$ cat src/rtl/pc_sequencer.sv
// Program-counter sequencer: steps a pc through 0..PROG_LAST with stall,
// halt, jump and a saturating wrap-around counter.
//
//   state | meaning
//   ------+----------------------------------------------------------
//   IDLE  | after reset; pc parked at 0, waits for start
//   RUN   | pc is a live fetch address; advances, jumps or wraps
//   STALL | pc frozen, not valid; resumes RUN when stall drops
//   HALT  | pc frozen at last value; start restarts from 0
module pc_sequencer #(
    parameter int PROG_LAST = 24,
    parameter int WIDTH     = 8
) (
    input  logic             clk,
    input  logic             rst_n,
    input  logic             start,
    input  logic             halt,
    input  logic             stall,
    input  logic             jump,
    input  logic [WIDTH-1:0] jump_addr,
    output logic [WIDTH-1:0] pc,
    output logic             pc_valid,
    output logic [1:0]       state,
    output logic [7:0]       wraps,
    output logic             jump_err
);

    typedef enum logic [1:0] {
        IDLE  = 2'b00,
        RUN   = 2'b01,
        STALL = 2'b10,
        HALT  = 2'b11
    } state_t;

    localparam logic [WIDTH-1:0] LAST = WIDTH'(PROG_LAST);

    state_t           state_q, state_d;
    logic [WIDTH-1:0] pc_q, pc_d;
    logic [7:0]       wraps_q, wraps_d;
    logic             jump_err_q, jump_err_d;

    // State and datapath registers; reset discards any in-flight operation.
    always_ff @(posedge clk or negedge rst_n) begin
        if (!rst_n) begin
            state_q    <= IDLE;
            pc_q       <= '0;
            wraps_q    <= '0;
            jump_err_q <= 1'b0;
        end else begin
            state_q    <= state_d;
            pc_q       <= pc_d;
            wraps_q    <= wraps_d;
            jump_err_q <= jump_err_d;
        end
    end

    // Next-state and next-pc selection; RUN priority is halt > stall > jump > step.
    always_comb begin
        state_d    = state_q;
        pc_d       = pc_q;
        wraps_d    = wraps_q;
        jump_err_d = 1'b0;
        unique case (state_q)
            IDLE: begin
                pc_d = '0;
                if (start) begin
                    state_d = RUN;
                    wraps_d = '0;
                end
            end
            RUN: begin
                if (halt) begin
                    state_d = HALT;
                end else if (stall) begin
                    state_d = STALL;
                end else if (jump) begin
                    if (jump_addr > LAST) begin
                        pc_d       = '0;
                        jump_err_d = 1'b1;
                    end else begin
                        pc_d = jump_addr;
                    end
                end else if (pc_q == LAST) begin
                    pc_d = '0;
                    if (wraps_q != 8'hFF)
                        wraps_d = wraps_q + 8'd1;
                end else begin
                    pc_d = pc_q + WIDTH'(1);
                end
            end
            STALL: begin
                if (halt)
                    state_d = HALT;
                else if (!stall)
                    state_d = RUN;
            end
            HALT: begin
                if (start) begin
                    state_d = RUN;
                    pc_d    = '0;
                    wraps_d = '0;
                end
            end
            default: state_d = IDLE;
        endcase
    end

    // Outputs come straight from registers or the registered state.
    assign pc       = pc_q;
    assign pc_valid = (state_q == RUN);
    assign state    = state_q;
    assign wraps    = wraps_q;
    assign jump_err = jump_err_q;

endmodule
$ cat config.mk
export PLATFORM = sky130hd
export DESIGN_NAME = pc_sequencer
export DESIGN_NICKNAME = d
export VERILOG_FILES = /design/src/rtl/pc_sequencer.sv
export SDC_FILE = /design/constraint.sdc
export NUM_CORES = 1
export LEC_CHECK = 0
export ABC_AREA = 1
export BUFFER_PORTS_ARGS = -buffer_cell sky130_fd_sc_hd__buf_2
export CAP_MARGIN = 20
export CORE_ASPECT_RATIO = 2
export CORE_MARGIN = 2
export CORE_UTILIZATION = 45
export CTS_BUF_LIST = sky130_fd_sc_hd__clkbuf_2 sky130_fd_sc_hd__clkbuf_4 sky130_fd_sc_hd__clkbuf_8
export DETAILED_ROUTE_END_ITERATION = 6
export GPL_TIMING_DRIVEN = 0
export MAX_ROUTING_LAYER = met4
export PLACE_DENSITY = 0.72
export RECOVER_POWER = 25
export SYNTH_ARGS = -nofsm -noshare
export SYNTH_HDL_FRONTEND = slang
export SYNTH_SLANG_ARGS = --single-unit
$ cat constraint.sdc
create_clock -name clk -period 1.5 [get_ports clk]
set_input_delay 0.3 -clock clk [delete_from_list [all_inputs] [get_ports clk]]
set_output_delay 0.3 -clock clk [all_outputs]
set_load 0.01 [all_outputs]
==> results.txt, run 1 <==
chip height: 83.3 um
initial DRC count: 26
total congestion overflow: 0
Worst path slowest cell: dfrtp_2
clock buffer depth: 2
footprint of the multi-input gates: 920 um2
CTS buffer count: 3
vias per std cell: 5.11
HPWL Detailed: 2540 um
Mapped Nets: 227
RSZ-0062 raised after global routing: yes
DRT Wirelength: 3630 um
largest net degree at the start of global routing: 20
CP max FO: 6
DR vias: 1,492
number of I/O pins: 34
Post-Synth Adder-Cell Area: 0.0707
FF+latch area: 478 um2
Slew Viols, Final: 0
CP Launch Type: flop
warnings from Yosys: 0
Crit. End Element: flop
synthesized area: 0.00142 mm2
largest family of logic cells by synthesized area: simple AND/OR/NAND/NOR gates
MaxCap Viol Count: 0
fill count: 269
final RePlAce weighted congestion: 0.843
area growth from synthesis to layout: 39.0%
clk_lat worst skew: 0.26 ns
Commonest cells post-synth: nand2_1 (66), nand3_1 (27), inv_1 (25)
post-synthesis async set-or-reset flop share: 1.00
status: complete, but fails checks
prevailing post-synth register cell: dfrtp_1
GRT Total Usage: 0.212
Power Total: 0.00325 W
multiplexer share of the synthesized area: 0
Synth area leader: dfrtp_1
P per Cell Area: 1650 mW/mm2
skew final: 0.00219 ns
Netlist cell types: 22
Clock Sinks: 19
antenna-violating nets left: 0
layout cells sized above 1: 0.382
Routed wire per std cell: 12.4 um
hold_ws: 0.329 ns
R2R Setup Slk: -0.09 ns
failing checks: negative setup slack
critical path class: flop to flop
H-tree depth: 1
Core Area: 0.00298 mm2
cell count after synthesis: 205
slew margin rel.: 0.604
FMAX: 627 MHz
initial core utilization: 0.476
first-pass GRT wire length: 5900 um
Final WS setup: -0.0943 ns
Row Count: 28
Seq/Total Area, Yosys: 0.336
CTS tree: built
worst endpoint required time: 1.65 ns
Antenna Cells: 0
Yosys reg bits: 19
IO Port Bufs: 32
CP top delay family: simple AND/OR/NAND/NOR gates
most numerous cell in the Yosys netlist: nand2_1
Min Clock Period, post-route: 1.59 ns
critical path, cell by cell: inv_2 > ha_4 > nand2_4 > nand3_4 > nor2_4 > nand3_4 > buf_12 > nand2_4 > o21ai_2
CP peak stage delay: 0.45 ns
die area: 0.00364 mm2
Post-synth EDFFs: 0
Die X: 43.7 um
LEAKAGE: 1.05 nW
worst vdd rail ir drop: 1460 uV
Avg Synthesized Cell Area: 6.91 um2
post-synthesis compound-gate area fraction: 0.106
DRT Pass-1 Iters: 4
drt drc: 0
Post-Synth XOR/XNOR Area: 0.00618
WP data arrival: 1.74 ns
Worst Tran Pin Value: 0.589 ns
worst path bufs/invs: 2
Synth Area in Simple Gates: 0.390
setup violators final: 12
Worst Hold Class: primary input to flop
# nets final: 285
top-area cell type share of the netlist area: 0.336
fin crit share: 1.06
Root Driver: clkbuf_8
top cells by area, synth: dfrtp_1 (34%), nand2_1 (17%), nand3_1 (9.5%)
antenna violations before repair: 0
CTS clk-pin slew, worst paths: 0.07 ns
final hold viol count: 0
number of global-route vias before repair: 1,451
## final cells by class
| class | count | area share |
|---|---|---|
| Inverter | 27 | 0.0527 |
| Sequential cell | 19 | 0.243 |
| Tap cell | 30 | 0.0191 |
| Clock buffer | 3 | 0.0210 |
| Buffer | 2 | 0.0127 |
| Multi-Input combinational cell | 156 | 0.467 |
| Timing Repair Buffer | 54 | 0.182 |
| Clock inverter | 1 | 0.00254 |
## flip-flops by register name (all words and copies together) (netlist names)
| register | count |
|---|---|
| pc | 8 |
| wraps | 8 |
| jump_err | 1 |
| state | 2 |
## per-stage QoR
step	TNS (ns)	util	setup WS [ns]	cell area (um2)	instances
after floorplan	-0.293	-	-0.0735	1450	205
after global placement	-1.77	0.553	-0.217	1650	267
after detailed placement	-1.89	0.553	-0.209	1650	267
after CTS	-0.538	0.627	-0.0916	1870	284
after global routing	-1.88	0.661	-0.179	1970	292
final	-0.593	0.661	-0.0943	1970	292
## cells in the final DEF, fill, tap and decap left out, types with 2 or more instances in the layout
master / n
nor2_4: 3
buf_4: 17
inv_2: 4
o21ai_2: 8
nor2_2: 3
a21oi_1: 5
nand2_4: 4
buf_6: 3
nand4_1: 3
nand3_4: 2
dfrtp_2: 2
nand2_1: 60
ha_1: 5
nand2_2: 8
inv_1: 22
o21ai_0: 6
nand3_1: 25
nor2_1: 12
o21ai_1: 2
clkbuf_8: 3
ha_4: 2
buf_2: 32
dfrtp_1: 17
## cell families after synthesis
logic type | after synthesis
fa+ha+maj | 8
simple gates | 123
flops | 19
xor+xnor | 1
compound gates | 24
buf+inv | 30
## worst register-to-register path, cell delays in order (launching register included)
cell and delay, ns:
dfrtp_2 0.45, inv_2 0.09, ha_4 0.22, nand2_4 0.07, nand3_4 0.08, nor2_4 0.14, nand3_4 0.15, buf_12 0.18
nand2_4 0.05, o21ai_2 0.05
## routing by layer
layer	GRT usage	wire length, um
met1	0.193	1280
met2	0.400	2150
met3	0.0261	106
met4	0.0964	87
met5	-	0
## repair_timing
item | 4_1_cts | 5_1_grt
endpoints found under the setup margin | 16 | 17
endpoints found under the hold margin | 11 | 0
resized for setup | 17 | 12
pin swaps | 6 | 5
hold buffers | 1 | 0
cloned | 1 | 0
buffers inserted | 12 | 8
## final timing paths
kind | start | endpoint | cells past startpoint
hold / removal | jump_addr[0] | pc[0] | 3
max in group asynchronous | rst_n | state[1] | 2
hold reg to reg | wraps[1] | wraps[1] | 2
setup / recovery | state[0] | wraps[4] | 9
min in group asynchronous | rst_n | pc[5] | 2
setup reg to reg | state[0] | wraps[4] | 9
## where the power goes
group / leakage [nW] / internal (W) / switching (W)
logic: 0.768 / 0.00104 / 0.00110
registers: 0.255 / 0.000608 / 0.000127
clock network: 0.0255 / 0.000185 / 0.000179
total: 1.05 / 0.00184 / 0.00141
Note: power is estimated with default switching activity, not from simulation.
==> run 2: changes to the inputs <==
Settings changed: CORE_ASPECT_RATIO 2 to 0.9.
==> run 2 against run 1 <==
The flow still finishes with violations (negative setup slack). Routed wire length grew 1.2%. Largest cell class unchanged. Sequential power shrank 1%. Die area shrank 0.74%. Critical path type unchanged. Clock power shrank 18%.
==> results.txt, run 2 (synthesis gave the netlist of run 1 again) <==
GRT Total Usage: 0.223 (+0.0118)
DRT Pass-1 Iters: 4 (unchanged)
Core Area: 0.00302 mm2 (+1.4%)
R2R Setup Slk: -0.11 ns (about the same)
HPWL Detailed: 2360 um (-7.1%)
Antenna Cells: 0 (unchanged)
skew final: 0.00669 ns (+0.00450 ns)
initial core utilization: 0.469 (-0.00650)
H-tree depth: 1 (unchanged)
area growth from synthesis to layout: 43.9%
worst endpoint required time: 1.71 ns (+0.06 ns)
cells on worst reg2reg path: 9 (unchanged)
DRT Wirelength: 3670 um (+1.2%)
sequential group share of total power: 0.210 (-0.016)
worst hold path startpoint: jump_addr[0]
slew margin rel.: 0.609 (+0.00450)
final hold viol count: 0 (unchanged)
Internal: 0.00193 W (+5.0%)
Net Sw Power: 0.00153 W (+8.4%)
clock buffer depth: 2 (unchanged)
post-route cell area: 0.00204 mm2 (+3.5%)
Setup TNS: -0.686 ns (-0.0933 ns)
Slew Viols, Final: 0 (unchanged)
die area: 0.00361 mm2 (-0.74%)
CP max FO: 6 (unchanged)
status: complete, but fails checks
total congestion overflow: 0 (unchanged)
setup violators final: 14 (+2)
pre-CTS WS: -0.182 ns (+0.0262 ns)
Clock Sinks: 19 (unchanged)
most common cell after layout, fill and taps aside: nand2_1
Clock Power Share: 0.086 (-0.026)
Routed wire per std cell: 11.9 um (-4.1%)
origin of the critical flop-to-flop path: state[0]
fill count: 263 (-2.2%)
LEAKAGE: 1.06 nW (+1.5%)
hold-critical path depth: 3 (unchanged)
switching share of power: 0.442 (+0.00789)
first-pass GRT wire length: 6180 um (+4.7%)
CTS tree: built
WP data arrival: 1.82 ns (+0.08 ns)
CP Launch Type: flop
number of I/O pins: 34 (unchanged)
RSZ-0062 raised after global routing: yes
FMAX: 622 MHz (-0.85%)
largest net degree at the start of global routing: 20 (unchanged)
failing checks: negative setup slack
number of global-route vias before repair: 1,382 (-4.8%)
Min Clock Period, post-route: 1.61 ns (+0.0137 ns)
initial DRC count: 79 (+200%)
placement-stage cell area: 0.00166 mm2 (+0.91%)
CTS clk-pin slew, worst paths: 0.12 ns (+0.05 ns)
critical path class: flop to flop
antenna violations before repair: 0 (unchanged)
worst setup path startpoint: state[0]
drt drc: 0 (unchanged)
DR vias: 1,566 (+5.0%)
worst vdd rail ir drop: 1470 uV (+0.78%)
layout cells sized above 1: 0.410 (+0.0281)
CTS buffer count: 3 (unchanged)
fin crit share: 1.07 (+0.00911)
P per Cell Area: 1700 mW/mm2 (+2.9%)
MaxCap Viol Count: 0 (unchanged)
Root Driver: clkbuf_4
clk_lat worst skew: 0.31 ns (+0.05 ns)
Die X: 63.1 um (+45%)
Comb pwr share: 0.703 (+0.041)
Crit. End Element: flop
IO Port Bufs: 32 (unchanged)
# nets final: 289 (+1.4%)
Worst Tran Pin Value: 0.582 ns (-0.00670 ns)
vias per std cell: 5.08 (-0.49%)
chip height: 57.2 um (-31%)
Worst Hold Class: primary input to flop
Final WS setup: -0.108 ns (-0.0137 ns)
Row Count: 19 (-32%)
most frequent cells in the layout: nand2_1 (61), buf_2 (31), nand3_1 (22), buf_4 (22), inv_1 (21)
antenna-violating nets left: 0 (unchanged)
final RePlAce weighted congestion: 0.851 (+0.94%)
Power Total: 0.00346 W (+6.5%)
[run 2: cell count changes in the layout (fill, tap and decap cells not counted), moves of 2 or more]
| cell | delta |
|---|---|
| clkbuf_8 | -3 |
| buf_4 | +5 |
| nand3_1 | -3 |
| clkbuf_4 | +4 |
| nand3_2 | +2 |
| nand2_2 | -2 |
[run 2: cell type report]
| class | instances | area (um2) | share of cell area |
|---|---|---|---|
| clock buffers | 4 | 30.0 | 0.0147 |
| plain buffers | 2 | 20.0 | 0.00982 |
| well taps | 42 | 52.6 | 0.0258 |
| repair buffers | 58 | 392 | 0.192 |
| inverters | 27 | 108 | 0.0528 |
| multi-input cells | 156 | 958 | 0.470 |
| flip-flops and latches | 19 | 478 | 0.235 |
[run 2: per-layer routing]
metal | up-vias | track usage | share of wire
li1 | 781 | - | -
met1 | 733 | 0.298 | 0.46
met2 | 45 | 0.357 | 0.48
met3 | 7 | 0.0237 | 0.036
met4 | 0 | 0.0762 | 0.019
met5 | - | - | 0
[run 2: final timing paths]
| check | to |
|---|---|
| setup / recovery | wraps[2] |
| hold / removal | pc[0] |
| setup reg to reg | wraps[2] |
| hold reg to reg | pc[1] |
| max in group asynchronous | state[1] |
| min in group asynchronous | state[0] |
[run 2: per-stage QoR]
step                std cells   util  hold WS [ns]
finish                    308  0.675         0.273
global route              308  0.675         0.294
CTS                       303  0.635         0.278
detailed placement        279  0.551         0.277
global placement          279  0.551         0.275
floorplan                 205      -       0.00441
[run 2: power by group through the flow]
stage	clock network [W]	logic [W]	registers (W)
floorplan	0	0.000996	0.000775
global placement	0	0.00133	0.000752
detailed placement	0	0.00135	0.000754
CTS	0.000304	0.00205	0.000729
global route	0.000342	0.00264	0.000738
finish	0.000299	0.00243	0.000727
[run 2: worst max-delay path, cell delays in order, from the launching register on]
cell and delay (ns):
dfrtp_2 0.46, inv_2 0.09, ha_4 0.23, nand2_4 0.08, nand3_4 0.07, nor2_4 0.13, nand3_4 0.14, buf_4 0.17
nand2_1 0.07, o21ai_2 0.06
[run 2: repair_timing]
action                     in CTS  in global routing
hold endpoints to repair       19                  0
setup buffers                  19                  5
cloned                          1                  0
pin swaps                       8                  7
gates resized for setup        17                 20
hold buffers                    1                  0
setup endpoints to repair      14                 19
==> run 3: changes to the inputs <==
Settings changed: PLACE_DENSITY 0.72 to default, PLACE_DENSITY_LB_ADDON from default to 0.08.
==> run 3 against run 2 <==
The run still ends with negative setup slack left. Via count shrank 9.2%. Setup slack lost 0.040 ns. Register-to-register slack lost 0.04 ns. Combinational power shrank 26%. First-iteration DRC count shrank 8.9%. Largest cell class unchanged.
==> results.txt, run 3 (synthesis gave the netlist of run 1 again) <==
switching share of power: 0.459 (+0.0169)
setup violators final: 11 (-3)
area growth from synthesis to layout: 29.2%
worst path bufs/invs: 3 (+1)
total congestion overflow: 0 (unchanged)
met2 usage: 0.340 (-0.0167)
clk_lat worst skew: 0.32 ns (about the same)
HPWL Detailed: 2350 um (-0.45%)
initial DRC count: 72 (-8.9%)
first-pass GRT wire length: 6080 um (-1.6%)
antenna-violating nets left: 0 (unchanged)
LEAKAGE: 0.972 nW (-8.6%)
largest net degree at the start of global routing: 20 (unchanged)
fin crit share: 1.10 (+0.0269)
number of global-route vias before repair: 1,360 (-1.6%)
WP data arrival: 1.87 ns (+0.05 ns)
die area: 0.00361 mm2 (unchanged)
# nets final: 274 (-5.2%)
DRT Wirelength: 3330 um (-9.2%)
worst r2r dst: wraps[4]
FMAX: 607 MHz (-2.4%)
skew final: 0.00441 ns (-0.00228 ns)
critical path class: flop to flop
CP peak stage delay: 0.47 ns (about the same)
Min Clock Period, post-route: 1.65 ns (+0.0403 ns)
P per Cell Area: 1550 mW/mm2 (-8.9%)
global routing's busiest layer: met2
slew margin rel.: 0.586 (-0.0231)
Core Area: 0.00302 mm2 (unchanged)
final hold viol count: 0 (unchanged)
CTS clk-pin slew, worst paths: 0.13 ns (about the same)
vias per std cell: 4.85 (-4.5%)
Routed wire per std cell: 11.4 um (-4.6%)
CP max FO: 8 (+2)
Internal: 0.00153 W (-21%)
met1 Track Usage GR: 0.300 (+0.00263)
most common cell after layout, fill and taps aside: nand2_1
Comb pwr share: 0.632 (-0.071)
GRT Total Usage: 0.219 (-0.00468)
Worst Hold Class: primary input to flop
H-tree depth: 1 (unchanged)
initial core utilization: 0.469 (unchanged)
antenna violations before repair: 0 (unchanged)
critical path, cell by cell: inv_2 > ha_4 > buf_6 > nand2_2 > nand3_2 > nor2_4 > nand3_4 > buf_8 > nand2_2 > o21ai_2
hold_ws: 0.271 ns (-0.00110 ns)
Worst path slowest cell: dfrtp_2
chip height: 57.2 um (unchanged)
final RePlAce weighted congestion: 0.855 (+0.49%)
CP Depth: 10 (+1)
Final WS setup: -0.148 ns (-0.0403 ns)
Worst Tran Pin Value: 0.617 ns (+0.0344 ns)
Power Total: 0.00283 W (-18%)
layout cells sized above 1: 0.335 (-0.0751)
hold-critical path depth: 3 (unchanged)
drt drc: 0 (unchanged)
failing checks: negative setup slack
DR vias: 1,422 (-9.2%)
worst endpoint required time: 1.72 ns (about the same)
Die X: 63.1 um (unchanged)
status: complete, but fails checks
Antenna Cells: 0 (unchanged)
pre-CTS WS: -0.188 ns (-0.00583 ns)
sequential group share of total power: 0.263 (+0.053)
most frequent cells in the layout: nand2_1 (62), buf_2 (32), nand3_1 (26)
clock buffer depth: 2 (unchanged)
Slew Viols, Final: 0 (unchanged)
Hold Path Sink: pc[0]
Row Count: 19 (unchanged)
MaxCap Viol Count: 0 (unchanged)
worst hold path startpoint: jump_addr[0]
DRT Pass-1 Iters: 4 (unchanged)
CTS buffer count: 3 (unchanged)
number of I/O pins: 34 (unchanged)
R2R Setup Slk: -0.15 ns (-0.04 ns)
origin of the critical flop-to-flop path: state[1]
worst vdd rail ir drop: 1120 uV (-24%)
M3 GR Usage: 0.0256 (+0.00197)
Net Sw Power: 0.00130 W (-15%)
RSZ-0062 raised after global routing: yes
Clock Sinks: 19 (unchanged)
CP dominant cell by count: nand2_2
Root Driver: clkbuf_4
CP Launch Type: flop
CTS tree: built
cells on worst reg2reg path: 10 (+1)
IO Port Bufs: 32 (unchanged)
Crit. End Element: flop
CP top delay family: simple AND/OR/NAND/NOR gates
Clock Power Share: 0.105 (+0.019)
[run 3: cell count changes in the layout (fill, tap and decap cells not counted), moves of 2 or more]
cell / previous run / this run
nand3_1: 22 / 26
o21ai_1: 2 / 0
nand2_2: 6 / 8
nand2_4: 5 / 2
buf_6: 3 / 1
buf_4: 22 / 8
nand3_4: 3 / 1
o21ai_0: 5 / 8
nand3_2: 3 / 1
[run 3: per-stage QoR]
| step | util | setup TNS [ns] | instance area [um2] | cells |
|---|---|---|---|---|
| after floorplan | - | -0.293 | 1450 | 205 |
| after global placement | 0.551 | -1.42 | 1660 | 279 |
| after detailed placement | 0.551 | -1.52 | 1660 | 279 |
| after CTS | 0.590 | -1.18 | 1780 | 291 |
| after global routing | 0.606 | -2.63 | 1830 | 293 |
| final | 0.606 | -1.11 | 1830 | 293 |
[run 3: power by group through the flow]
stage	Clock (W)	Combinational (W)	Sequential, W
after floorplan	0	0.000996	0.000775
after detailed placement	0	0.00136	0.000754
after global routing	0.000317	0.00199	0.000767
after CTS	0.000297	0.00168	0.000740
after global placement	0	0.00135	0.000751
final	0.000296	0.00179	0.000744
[run 3: metal layers]
layer  wire, um  part of all wire
met1       1740              0.52
met2       1410              0.42
met3        142             0.043
met4         35             0.011
met5          0                 0
[run 3: worst max-delay path by stage]
stage | start | end | slack (ns)
6_report | state[1] | wraps[4] | -0.15
2_1_floorplan | state[1] | wraps[4] | -0.07
3_5_place_dp | state[1] | pc[5] | -0.19
4_1_cts | state[1] | wraps[5] | -0.16
3_3_place_gp | state[1] | pc[5] | -0.18
5_1_grt | pc[0] | wraps[4] | -0.22
[run 3: timing repair]
action                                  in CTS  in global routing
resized for setup                            5                  9
setup buffers                                6                  2
hold endpoints to repair                    19                  0
endpoints found under the setup margin      13                 19
pin swaps                                    3                  6
hold buffers                                 1                  0
gates cloned                                 1                  0
[run 3: final cells by class]
class                      instances  area (um2)
buffer                             3        31.3
clock buffer                       3        22.5
tap                               42        52.6
timing repair buffer              42         258
fill                             295        1190
sequential                        19         478
inverter                          27         104
multi-input combinational        156         878
clock inverter                     1        5.00
[run 3: worst reg2reg max path, stage by stage (launching register included)]
cell and delay, ns:
dfrtp_2 0.47, inv_2 0.08, ha_4 0.16, buf_6 0.13, nand2_2 0.06, nand3_2 0.09, nor2_4 0.15, nand3_4 0.14
buf_8 0.18, nand2_2 0.05, o21ai_2 0.05
